File: src/rtl/imem_pkg.sv
// Shared constants for the LEGv8 instruction memory: geometry, program image
// and opcode values reused by the decoder.
package imem_pkg;

  localparam int IMEM_ADDR_W = 6;
  localparam int IMEM_DATA_W = 32;
  localparam int IMEM_DEPTH  = 1 << IMEM_ADDR_W;

  typedef logic [31:0] instr_t;

  // Opcode fields as seen by the decoder (R/D-format use 11 bits, CB uses 8).
  localparam logic [10:0] OPC_STUR = 11'h7C0;
  localparam logic [10:0] OPC_LDUR = 11'h7C2;
  localparam logic [10:0] OPC_SUB  = 11'h658;
  localparam logic [10:0] OPC_ADD  = 11'h458;
  localparam logic [7:0]  OPC_CBZ  = 8'hB4;

  localparam instr_t IMEM_IMAGE [0:IMEM_DEPTH-1] = '{
    0:       32'hf8000000,
    1:       32'hf8008001,
    2:       32'hf8010002,
    3:       32'hf8018003,
    4:       32'hf8020004,
    5:       32'hf8028005,
    6:       32'hf8030006,
    7:       32'hf8400007,
    8:       32'hf8408008,
    9:       32'hf8410009,
    10:      32'hf841800a,
    11:      32'hf842000b,
    12:      32'hf842800c,
    13:      32'hf843000d,
    14:      32'hcb0e01ce,
    15:      32'hb400004e,
    16:      32'hcb01000f,
    17:      32'h8b01000f,
    18:      32'hf803800f,
    default: 32'h00000000
  };

endpackage

File: src/rtl/imem.sv
// Read-only instruction memory: combinational word read for the single-cycle
// datapath plus a registered copy of the same word.
module imem
  import imem_pkg::*;
#(
  parameter int ADDR_W = IMEM_ADDR_W,
  parameter int DATA_W = IMEM_DATA_W
) (
  input  logic              clk,
  input  logic              reset,
  input  logic [ADDR_W-1:0] addr,
  output logic [DATA_W-1:0] q,
  output logic [DATA_W-1:0] q_r
);

  logic [DATA_W-1:0] w_q;
  logic [DATA_W-1:0] r_q;

  // ROM lookup; every address is in range, unused entries hold zero.
  always_comb begin
    w_q = IMEM_IMAGE[addr];
  end

  // Registered copy; reset clears only this path, never the combinational one.
  always_ff @(posedge clk) begin
    if (reset) begin
      r_q <= {DATA_W{1'b0}};
    end else begin
      r_q <= w_q;
    end
  end

  assign q   = w_q;
  assign q_r = r_q;

endmodule

File: config.mk
export PLATFORM = sky130hd
export DESIGN_NAME = imem
export DESIGN_NICKNAME = d
export VERILOG_FILES = /design/src/rtl/imem_pkg.sv /design/src/rtl/imem.sv
export SDC_FILE = /design/constraint.sdc
export NUM_CORES = 1
export LEC_CHECK = 0
export BUFFER_PORTS_ARGS = -buffer_cell sky130_fd_sc_hd__clkbuf_2
export CAP_MARGIN = 20
export CELL_PAD_IN_SITES_DETAIL_PLACEMENT = 0
export CELL_PAD_IN_SITES_GLOBAL_PLACEMENT = 1
export CORE_UTILIZATION = 28
export DETAILED_ROUTE_END_ITERATION = 16
export PLACE_DENSITY = 0.78
export SYNTH_ARGS = -nofsm -noshare
export SYNTH_HDL_FRONTEND = slang
export SYNTH_SLANG_ARGS = --single-unit
export TNS_END_PERCENT = 1
File: constraint.sdc
create_clock -name clk -period 1.47 [get_ports clk]
set_input_delay 0.2205 -clock clk [delete_from_list [all_inputs] [get_ports clk]]
set_output_delay 0.2205 -clock clk [all_outputs]
set_load 0.1 [all_outputs]
## Yosys cells after proc, flatten, opt, wreduce, memory -nomap -nowiden

Memories as Yosys holds them, arrays and structs flattened.
Cells that the tools add are included.
W data, S select, Z words.

- Register bits after elaboration: 32
- Memory bits (read-only): 2048
- Output and inout bits: 64
- Word-level logic and storage cells: 6
- Memories kept: 1

- $lt $le $gt $ge: 1
- Multiplexer cells: 2
- Bitwise logic cells: 1

Memories:

| name | depth | width | read ports | clocked after Yosys merged registers in | write ports | line | RTL |
|---|---|---|---|---|---|---|---|
| (name not given) | 64 | 32 | 1 | 0 | 0 | imem.sv:21 | `w_q = IMEM_IMAGE[addr];` |

Operators with widths:

| kind | number |
|---|---|
| $mux W32 | 2 |
| $ge A7 B7 Y1 const B | 1 |
| $not A6 Y7 | 1 |

## Logic depth before layout (Yosys ltp)

Gate-level depths: netlist of the first run.

- Depth after elaboration: 4
- Gate-level depth with buffers: 6

## Worst setup path before layout of the first run

No wires, ideal clock.

- Kind: input port to flip-flop
- Start: input addr[0]
- End: register r_q[0], in the netlist q_r[0]
- Data arrival time: 3.955 ns
- Data required time: 1.392 ns
- Path slack: -2.563 ns
- Cell stages on the path: 4
- Path buffers: 0
- Cells stage by stage: ha_1 > o31a_1 > nor4_1 > nor2b_1

- Word-level cells in the longest chain between the ends: 4

Ends and longest elaborated chain:

| what | line | RTL |
|---|---|---|
| start: declaration | imem.sv:11 | `input logic [ADDR_W-1:0] addr,` |
| $not A6 Y7 (not written as such) | imem.sv:21 |  |
| $mem_v2 Z64 W32 | - |  |
| $mux W32 (not written as such) (2 in a row) | imem.sv:21 |  |
| named net q[0] | imem.sv:12 | `output logic [DATA_W-1:0] q,` |
| end signal: assignment | imem.sv:27 | `r_q <= {DATA_W{1'b0}};` |
| end signal: assignment | imem.sv:29 | `r_q <= w_q;` |
| end: declaration | imem.sv:17 | `logic [DATA_W-1:0] r_q;` |

The timed path passes the listed nets, and every way through them passes these cells. The select of a mux whose other input is x is not followed.
A chain may end at the register's enable or synchronous reset.

## Final worst setup path of the first run

- Start: input addr[0]
- End: output q[16]

- Word-level cells in the longest chain between the ends: 4

Ends and longest elaborated chain:

| what | line |
|---|---|
| $not A6 Y7 (not written as such) | imem.sv:21 |
| $mem_v2 Z64 W32 | - |
| $mux W32 (not written as such) (2 in a row) | imem.sv:21 |
| end: declaration | imem.sv:12 |

Every way passes these cells. The select of a mux whose other input is x is not followed.

==> key figures, run 1 <==
Placement
  – Placed cell areas: 0.00179 mm^2
  – Placed cells: 240
  – RePlAce Congestion: 0.832
  – I/O Buffers: 49
  – Dpl hpwl: 2310 um

Power
  – NetSw: 0.881 mW
  – Sequential power share: 25.0%
  – Leakage: 0.955 nW
  – PwrDens: 906 mW/mm^2
  – Pint: 0.940 mW
  – Peak supply drop: 0.245 mV
  – Combinational share of power: 54.4%
  – Net Sw Frac: 48.4%
  – Clock share of power: 20.6%

Route
  – Drt drc: 0
  – Routed Antenna Nets: 0
  – DRT Wirelength: 2930 um
  – Drt wl/cell: 11.9 um
  – Initial DRC Count: 26
  – Vias per cell: 4.22
  – Via count: 1037
  – Router iterations before antenna repair: 4

CTS
  – Root buffer cell: clkbuf_8
  – Clk slew on worst S/H paths: 0.06 ns
  – CTS Buffer Depth: 2
  – CTS Buf Count: 3
  – H-tree level count: 1
  – CTS Sinks: 16
  – CTS tree: built

GRT
  – Initial antenna violation count: 0
  – Total gr overflow: 0
  – Number of global-route vias before repair: 978
  – Largest net degree at the start of global routing: 13
  – Tot GR Track Use: 15.4%
  – Global-route wire length before repair: 4860 um

Worst setup path
  – Crit-path cells: clkbuf_16 -> buf_6 -> ha_4 -> mux4_2 -> nor2_4 -> nor2_4 -> buf_12
  – Worst path slowest cell: mux4_2
  – WP data arrival: 1.45 ns
  – Startpoint types: input port
  – CP endpoint kind: primary output
  – Crit path from: addr[0]
  – Worst path max stage delay: 0.49 ns
  – Most Frequent Cell on Critical Path: nor2_4
  – Worst Path Max Fanout: 4
  – WP data required: 1.25 ns
  – Critical path class: in -> out
  – Worst setup path endpoint: q[16]

Logic synthesis
  – Top FF cell, synth: dfxtp_1
  – Synth top area share: 29.7%
  – Synth Warn #: 0
  – Synth Instances: 132
  – Ys async rst share: 0%
  – Distinct cells, synth: 35
  – Synth Area per Inst: 8.16 um^2
  – Post-synth EDFFs: 0
  – Synthesized area: 0.00108 mm^2
  – Register bit total from synthesis: 16
  – Ranking of synthesized cells by area: dfxtp_1, buf_4, nor2_1, ha_1, and2_1
  – Register area share after synthesis: 29.7%
  – Cell taking the most area after synthesis: dfxtp_1

Worst hold path
  – Hold Crit Class: in -> reg
  – HP Start: reset

Die
  – Core ar.: 0.00369 mm^2
  – Die Ht: 64.0 um
  – Ports: 72
  – Die X: 64.0 um
  – Initial Util: 29.2%
  – Rows: 22
  – Die area: 0.00410 mm^2

Finish
  – Most common cell after layout, fill and taps aside: buf_4
  – Fin cells: 246
  – Commonest cells after routing, fill and taps aside: buf_4, clkbuf_2, conb_1
  – Antenna diode instance count: 0
  – Final net count: 212
  – Post-route cell area: 0.00201 mm^2
  – Final Core Density: 54.5%
  – Layout cells sized above 1: 58.1%
  – Layout Area Growth over Synthesis: 86.5%
  – Max reg flops: 16

STA
  – Min Tclk post-route: 1.67 ns
  – RSZ-0062 raised after global routing: true
  – Max Slew Vio Count: 0
  – Fmax: 597 MHz
  – Worst-Margin Slew: 0.553 ns
  – Final period util: 114%
  – Final Hold Fails: 0
  – Max-slew headroom: 63.3%
  – Setup WS post-layout: -0.204 ns
  – # setup viols final: 15

Outcome
  – Status: finished, violations left
  – Violated checks: negative setup slack

Run
  – Max cap viols: 0
==> synth_stat cells, drive strengths merged, types with 2 or more instances <==
cell,number
buf,39
nor2,19
dfxtp,16
a21oi,6
inv,6
and2,5
ha,5
and3,4
nor3,4
nor2b,3
nand2,2
nor3b,2
nor4,2
or2,2
==> worst min-delay path by stage <==
stage          endpoint  cells past startpoint
2_1_floorplan    q_r[6]                      1
3_3_place_gp    q_r[22]                      3
3_5_place_dp    q_r[22]                      3
4_1_cts         q_r[22]                      3
5_1_grt         q_r[22]                      3
6_report        q_r[22]                      3
==> what timing repair did <==
action,CTS,global route
buffers inserted,1,1
hold buffers,0,0
pin swaps,9,7
setup endpoints to repair,20,20
resized for setup,32,3
cloned,0,0
==> power groups by stage <==
stage	Sequential [mW]	Clock (mW)	Combinational, mW
global placement	0.463	0	0.927
detailed placement	0.464	0	0.935
CTS	0.454	0.382	0.984
floorplan	0.578	0	0.636
global route	0.455	0.411	1.02
finish	0.454	0.376	0.991
==> metal layers <==
layer	GRT usage (%)	share of wire, %
met1	16.8	39
met3	1.79	5.8
met2	28.7	53
met4	7.67	2.4
met5	0	0
==> cell families (layout without fill, tap and decap cells) <==
logic type / count (synthesis) / count (layout) / share of synthesized area, %
flip-flops: 16 / 16 / 29.7
adder cells (fa/ha/maj): 5 / 5 / 5.81
AND/OR/NAND/NOR: 47 / 47 / 22.8
buffers and inverters: 46 / 91 / 28.6
AO/OA/AOI/OAI: 15 / 15 / 9.76
other: 1 / 22 / 0.348
multiplexers: 2 / 2 / 3.02
==> critical path, delay by kind of cell <==
family | cells | cell delay (ns)
muxes | 1 | 0.49
and+or+nand+nor | 2 | 0.19
adders and majority gates | 1 | 0.15
buffers and inverters | 3 | 0.41
==> metrics by stage <==
stage,setup WS (ns),TNS [ns],power (mW),hold WS [ns]
final,-0.204,-1.94,1.82,0.314
after global routing,-0.237,-2.85,1.89,0.350
after CTS,-0.234,-1.94,1.82,0.310
after detailed placement,-0.401,-4.27,1.40,0.571
after global placement,-0.362,-3.59,1.39,0.577
after floorplan,-0.645,-9.33,1.21,0.342
==> cell type report <==
class	instances	area (um^2)
Fill cell	319	1680
Inverter	6	30.0
Clock buffer	4	55.1
Tap cell	48	60.1
Sequential cell	16	320
Multi-Input combinational cell	91	697
Timing Repair Buffer	81	847
Power figures use the tool's default switching activity.
==> run 2: changes to the inputs <==
--- a/config.mk
+++ b/config.mk
@@ -9,6 +9,7 @@
 export CAP_MARGIN = 20
 export CELL_PAD_IN_SITES_DETAIL_PLACEMENT = 0
 export CELL_PAD_IN_SITES_GLOBAL_PLACEMENT = 1
+export CORE_ASPECT_RATIO = 2
 export CORE_UTILIZATION = 28
 export DETAILED_ROUTE_END_ITERATION = 16
 export PLACE_DENSITY = 0.78
==> run 2 against run 1 <==
Highest routed layer unchanged. Sequential power is essentially flat. Critical endpoint unchanged. Critical path depth stayed put. Clock power down 13%. Hold slack better by 0.012 ns. The run still ends with negative setup slack left. Largest cell class unchanged. First-iteration DRC count unchanged. Power is 4.2% lower. Core utilization is 1.8 points lower. Setup slack better by 0.0060 ns.
==> key figures, run 2 (same netlist as run 1, synthesis figures left out) <==
Outcome
  – Status: finished, violations left
  – Violated checks: negative setup slack

Worst hold path
  – Hold Crit Class: in -> reg
  – WHS Endpoint: q_r[22]
  – HP Start: reset
  – WHS Path Cells: 3

Finish
  – Antenna diode instance count: 0
  – Layout Area Growth over Synthesis: 78.2%
  – Post-route cell area: 0.00192 mm^2
  – Most common cell after layout, fill and taps aside: buf_4
  – Final net count: 207
  – Fillcell total: 375
  – Max reg flops: 16
  – Commonest cells after routing, fill and taps aside: buf_4, clkbuf_2, conb_1
  – Layout cells sized above 1: 55.7%
  – Final Core Density: 52.6%

Die
  – Rows: 31
  – Die Ht: 89.7 um
  – Initial Util: 29.5%
  – Ports: 72
  – Die X: 45.9 um
  – Die area: 0.00411 mm^2
  – Core ar.: 0.00365 mm^2

Worst setup path
  – CP Buf/Inv Count: 3
  – WP data arrival: 1.45 ns
  – Most Frequent Cell on Critical Path: nor2_4
  – CP endpoint kind: primary output
  – Worst Path Max Fanout: 5
  – Top cell family by delay on the critical path: multiplexers
  – Critical path class: in -> out
  – Worst path slowest cell: mux4_2
  – Worst path max stage delay: 0.49 ns
  – Startpoint types: input port
  – Crit path from: addr[1]
  – WP data required: 1.25 ns
  – Crit-path cells: clkbuf_16 -> inv_8 -> ha_4 -> mux4_2 -> nor2_4 -> nor2_4 -> buf_12

Power
  – PwrDens: 909 mW/mm^2
  – Combinational share of power: 55.3%
  – Pint: 0.867 mW
  – Net Sw Frac: 50.3%
  – Leakage: 0.912 nW
  – Peak supply drop: 0.442 mV
  – Clock share of power: 18.7%
  – Sequential power share: 26.0%
  – NetSw: 0.878 mW

GRT
  – Number of global-route vias before repair: 882
  – Largest net degree at the start of global routing: 13
  – Total gr overflow: 0
  – Initial antenna violation count: 0
  – Global-route wire length before repair: 4170 um
  – Tot GR Track Use: 13.9%

CTS
  – H-tree level count: 1
  – CTS Buffer Depth: 2
  – CTS Buf Count: 3
  – CTS tree: built
  – Clk slew on worst S/H paths: 0.06 ns
  – Root buffer cell: clkbuf_8
  – CTS Sinks: 16

Route
  – Drt wl/cell: 11.5 um
  – Via count: 989
  – Drt drc: 0
  – Router iterations before antenna repair: 2
  – Vias per cell: 4.10
  – Initial DRC Count: 26
  – DRT Wirelength: 2780 um
  – Routed Antenna Nets: 0

STA
  – Final Hold Fails: 0
  – RSZ-0062 raised after global routing: true
  – Max-slew headroom: 63.4%
  – Setup WS post-layout: -0.198 ns
  – Min Tclk post-route: 1.67 ns
  – Final Hold Slack: 0.326 ns
  – # setup viols final: 14
  – Max Slew Vio Count: 0
  – Final period util: 113%
  – Worst-Margin Slew: 0.551 ns
  – Fmax: 599 MHz

Placement
  – Dpl hpwl: 2300 um
  – I/O Buffers: 49
  – Placed cell areas: 0.00176 mm^2
  – RePlAce Congestion: 0.854

Run
  – Max cap viols: 0
-- run 2: changes by cell type in the layout (fill, tap and decap cells not counted), sizes merged --
cell and delta:
buf -5, clkbuf -1
-- run 2: worst min-delay path, cell delays in order --
cell and delay (ns):
clkbuf_2 0.11, buf_4 0.15, nor2b_1 0.05
-- run 2: what timing repair did --
| item | in CTS | in global routing |
|---|---|---|
| pin swaps | 5 | 4 |
| setup buffers | 1 | 0 |
| hold buffers | 0 | 0 |
| resized for setup | 24 | 5 |
| hold endpoints to repair | 0 | 0 |
| setup endpoints to repair | 20 | 16 |
-- run 2: per-layer routing --
layer | vias to the layer above | global-route usage, % | part of all wire [%]
met2 | 42 | 25.9 | 59
met3 | 4 | 1.41 | 4.0
li1 | 499 | - | -
met1 | 444 | 13.6 | 35
met5 | - | 0 | 0
met4 | 0 | 6.62 | 1.5
-- run 2: worst max path at each step --
| stage | slack [ns] | cells past startpoint | end |
|---|---|---|---|
| floorplan | -0.64 | 4 | q_r[0] |
| detailed placement | -0.43 | 7 | q[16] |
| CTS | -0.22 | 7 | q[16] |
| global placement | -0.35 | 7 | q[16] |
| global route | -0.24 | 8 | q[0] |
| finish | -0.20 | 7 | q[16] |
-- run 2: final cells by class --
cell class	instances	area [um^2]	share of cell area, %
clock buffer	3	41.3	2.15
multi-input combinational	91	666	34.7
timing repair buffer	76	798	41.6
sequential	16	320	16.7
inverter	6	32.5	1.69
tap	49	61.3	3.19
-- run 2: power groups by stage --
stage,clock [mW],sequential [mW],combinational (mW)
after global placement,0,0.463,0.920
after floorplan,0,0.578,0.636
after global routing,0.347,0.455,0.993
after CTS,0.331,0.454,0.964
final,0.326,0.453,0.966
after detailed placement,0,0.464,0.926
-- run 2: through the flow --
step,power [mW],setup slack [ns],setup TNS [ns],instances
floorplan,1.21,-0.645,-9.33,153
global placement,1.38,-0.346,-3.40,237
CTS,1.75,-0.218,-1.80,241
detailed placement,1.39,-0.426,-4.00,237
finish,1.75,-0.198,-1.62,241
global route,1.80,-0.235,-2.25,241
==> run 3: changes to the inputs <==
--- a/config.mk
+++ b/config.mk
@@ -5,14 +5,15 @@
 export SDC_FILE = /design/constraint.sdc
 export NUM_CORES = 1
 export LEC_CHECK = 0
+export ABC_AREA = 1
 export BUFFER_PORTS_ARGS = -buffer_cell sky130_fd_sc_hd__clkbuf_2
 export CAP_MARGIN = 20
 export CELL_PAD_IN_SITES_DETAIL_PLACEMENT = 0
 export CELL_PAD_IN_SITES_GLOBAL_PLACEMENT = 1
 export CORE_ASPECT_RATIO = 2
-export CORE_UTILIZATION = 28
+export CORE_UTILIZATION = 27
 export DETAILED_ROUTE_END_ITERATION = 16
-export PLACE_DENSITY = 0.78
+export PLACE_DENSITY = 0.77
 export SYNTH_ARGS = -nofsm -noshare
 export SYNTH_HDL_FRONTEND = slang
 export SYNTH_SLANG_ARGS = --single-unit
==> run 3 against run 2 <==
The run now ends clean. First-iteration DRC count decreased by 65%. Clock power increased by 17%. Critical path depth increased by 1. Wire length decreased by 7.0%. Die area increased by 3.4%. Setup slack improved by 0.22 ns. Largest power group unchanged. Highest routed layer unchanged.
==> key figures, run 3 <==
Outcome
  – Status: complete, no violations

Route
  – DRT Wirelength: 2590 um
  – Initial DRC Count: 9
  – Metal3 WL: 175 um
  – Uppermost routed layer: met4
  – Routed Antenna Nets: 0
  – Drt drc: 0
  – Drt wl/cell: 10.1 um
  – Via count: 1037
  – WL met2: 1490 um
  – WL met1: 805 um
  – Router iterations before antenna repair: 2
  – Vias per cell: 4.04

Power
  – Final Power: 1.83 mW
  – Leakage: 0.975 nW
  – Peak supply drop: 0.361 mV
  – PwrDens: 940 mW/mm^2

STA
  – Worst-Margin Slew: 0.542 ns
  – Min Tclk post-route: 1.45 ns
  – # setup viols final: 0
  – Fmax: 692 MHz
  – Final period util: 98.4%
  – Max Slew Vio Count: 0
  – Max-slew headroom: 64.1%
  – Setup WS post-layout: 0.0241 ns
  – RSZ-0062 raised after global routing: true
  – Final Hold Fails: 0

Logic synthesis
  – Ys async rst share: 0%
  – Register area share after synthesis: 29.8%
  – Register bit total from synthesis: 16
  – Distinct cells, synth: 21
  – Synth Warn #: 0
  – Cell taking the most area after synthesis: dfxtp_1
  – Ranking of synthesized cells by area: dfxtp_1, buf_4, nand2_1, inv_1, nor2_1
  – Top FF cell, synth: dfxtp_1
  – Post-synth EDFFs: 0
  – Synth Instances: 147
  – Count leader, synth: buf_4
  – Commonest cells in the netlist: buf_4, nand2_1, inv_1, nor2_1, dfxtp_1
  – Synth top area share: 29.8%
  – Synthesized area: 0.00107 mm^2
  – Synth Area per Inst: 7.31 um^2

Finish
  – Layout cells sized above 1: 57.3%
  – Max reg flops: 16
  – Layout Area Growth over Synthesis: 81.3%
  – Commonest cells after routing, fill and taps aside: clkbuf_2, conb_1, buf_12
  – Final Core Density: 50.7%
  – Fin cells: 257
  – Final net count: 220
  – Antenna diode instance count: 0
  – Fillcell total: 370
  – Most common cell after layout, fill and taps aside: clkbuf_2

Worst setup path
  – WP data required: 1.25 ns
  – Crit path from: addr[1]
  – Worst Path Max Fanout: 6
  – Startpoint types: input port
  – Worst setup path endpoint: q[16]
  – Critical path class: in -> out
  – CP endpoint kind: primary output
  – WP data arrival: 1.23 ns

Placement
  – RePlAce Congestion: 0.828
  – Dpl hpwl: 2120 um
  – Post-Place Worst Slack: -0.119 ns
  – Placed cells: 248
  – I/O Buffers: 49

Run
  – Max cap viols: 0

GRT
  – Total gr overflow: 0
  – Tot GR Track Use: 12.9%
  – Largest net degree at the start of global routing: 13
  – Global-route wire length before repair: 3960 um
  – Initial antenna violation count: 0
  – Number of global-route vias before repair: 930

CTS
  – Root buffer cell: clkbuf_8
  – CTS Sinks: 16
  – H-tree level count: 1
  – Hold_buf cts: 0
  – CTS Buffer Depth: 2
  – CTS Buf Count: 3
  – CTS tree: built
  – Clk slew on worst S/H paths: 0.06 ns

Die
  – Rows: 32
  – Ports: 72
  – Core ar.: 0.00384 mm^2
  – Die X: 46.6 um
  – Die area: 0.00425 mm^2
  – Die Ht: 91.2 um
  – Initial Util: 28.0%

Worst hold path
  – Hold Crit Class: in -> reg
## run 3: changes by cell type after synthesis, moves of 4 or more
cell     delta
nand2_1    +25
inv_1      +12
and2_1      -5
buf_2       -5
and3_1      -4
## run 3: layout make-up
cell class	instances	area, um^2	area share, %
repair buffers	69	748	38.4
multi-input cells	98	664	34.1
flip-flops and latches	16	320	16.4
inverters	19	96.3	4.95
well taps	51	63.8	3.28
clock buffers	4	55.1	2.83
## run 3: logic make-up after synthesis
| logic type | synth area share [%] |
|---|---|
| other | 0.349 |
| and+or+nand+nor | 28.1 |
| AOI/OAI and AO/OA | 4.54 |
| DFF | 29.8 |
| adders and majority gates | 5.82 |
| buffers and inverters | 31.4 |
## run 3: metal layers
| metal | vias to the layer above | GRT usage, % |
|---|---|---|
| met5 | - | 0 |
| met4 | 0 | 8.33 |
| met3 | 9 | 1.99 |
| met2 | 60 | 23.8 |
| met1 | 458 | 11.4 |
| li1 | 510 | - |
## run 3: report_power, final
part | switching [mW] | total (mW) | internal (mW) | leakage, nW
Sequential | 0.00446 | 0.455 | 0.451 | 0.131
Combinational | 0.766 | 0.992 | 0.226 | 0.815
Clock | 0.146 | 0.383 | 0.238 | 0.0288
## run 3: repair_timing
action | CTS | global route
setup endpoints to repair | 13 | 12
gates resized for setup | 12 | 29
pin swaps | 5 | 7
setup buffers | 1 | 4
## run 3: worst max-delay path: stages
cell        delay (ns)
clkbuf_8          0.14
ha_2              0.19
nor2_4            0.12
nand2_4           0.09
nand2_4           0.11
nand3_4           0.09
clkinvlp_4        0.09
buf_12            0.17
## run 3: worst min path at each step
stage                from      end  slack, ns  cells past startpoint
CTS                 reset  q_r[25]       0.32                      2
global route        reset  q_r[29]       0.35                      2
finish              reset  q_r[25]       0.33                      2
detailed placement  reset  q_r[25]       0.59                      2
floorplan           reset  q_r[26]       0.30                      1
global placement    reset  q_r[25]       0.58                      2
## run 3: per-stage QoR
step           area [um^2]  hold WS (ns)  setup TNS (ns)
3_3_place_gp          1700         0.583          -0.849
3_5_place_dp          1700         0.590          -0.950
5_1_grt               1950         0.350         -0.0403
4_1_cts               1810         0.324        -0.00298
6_report              1950         0.326               0
2_1_floorplan         1260         0.299           -4.68
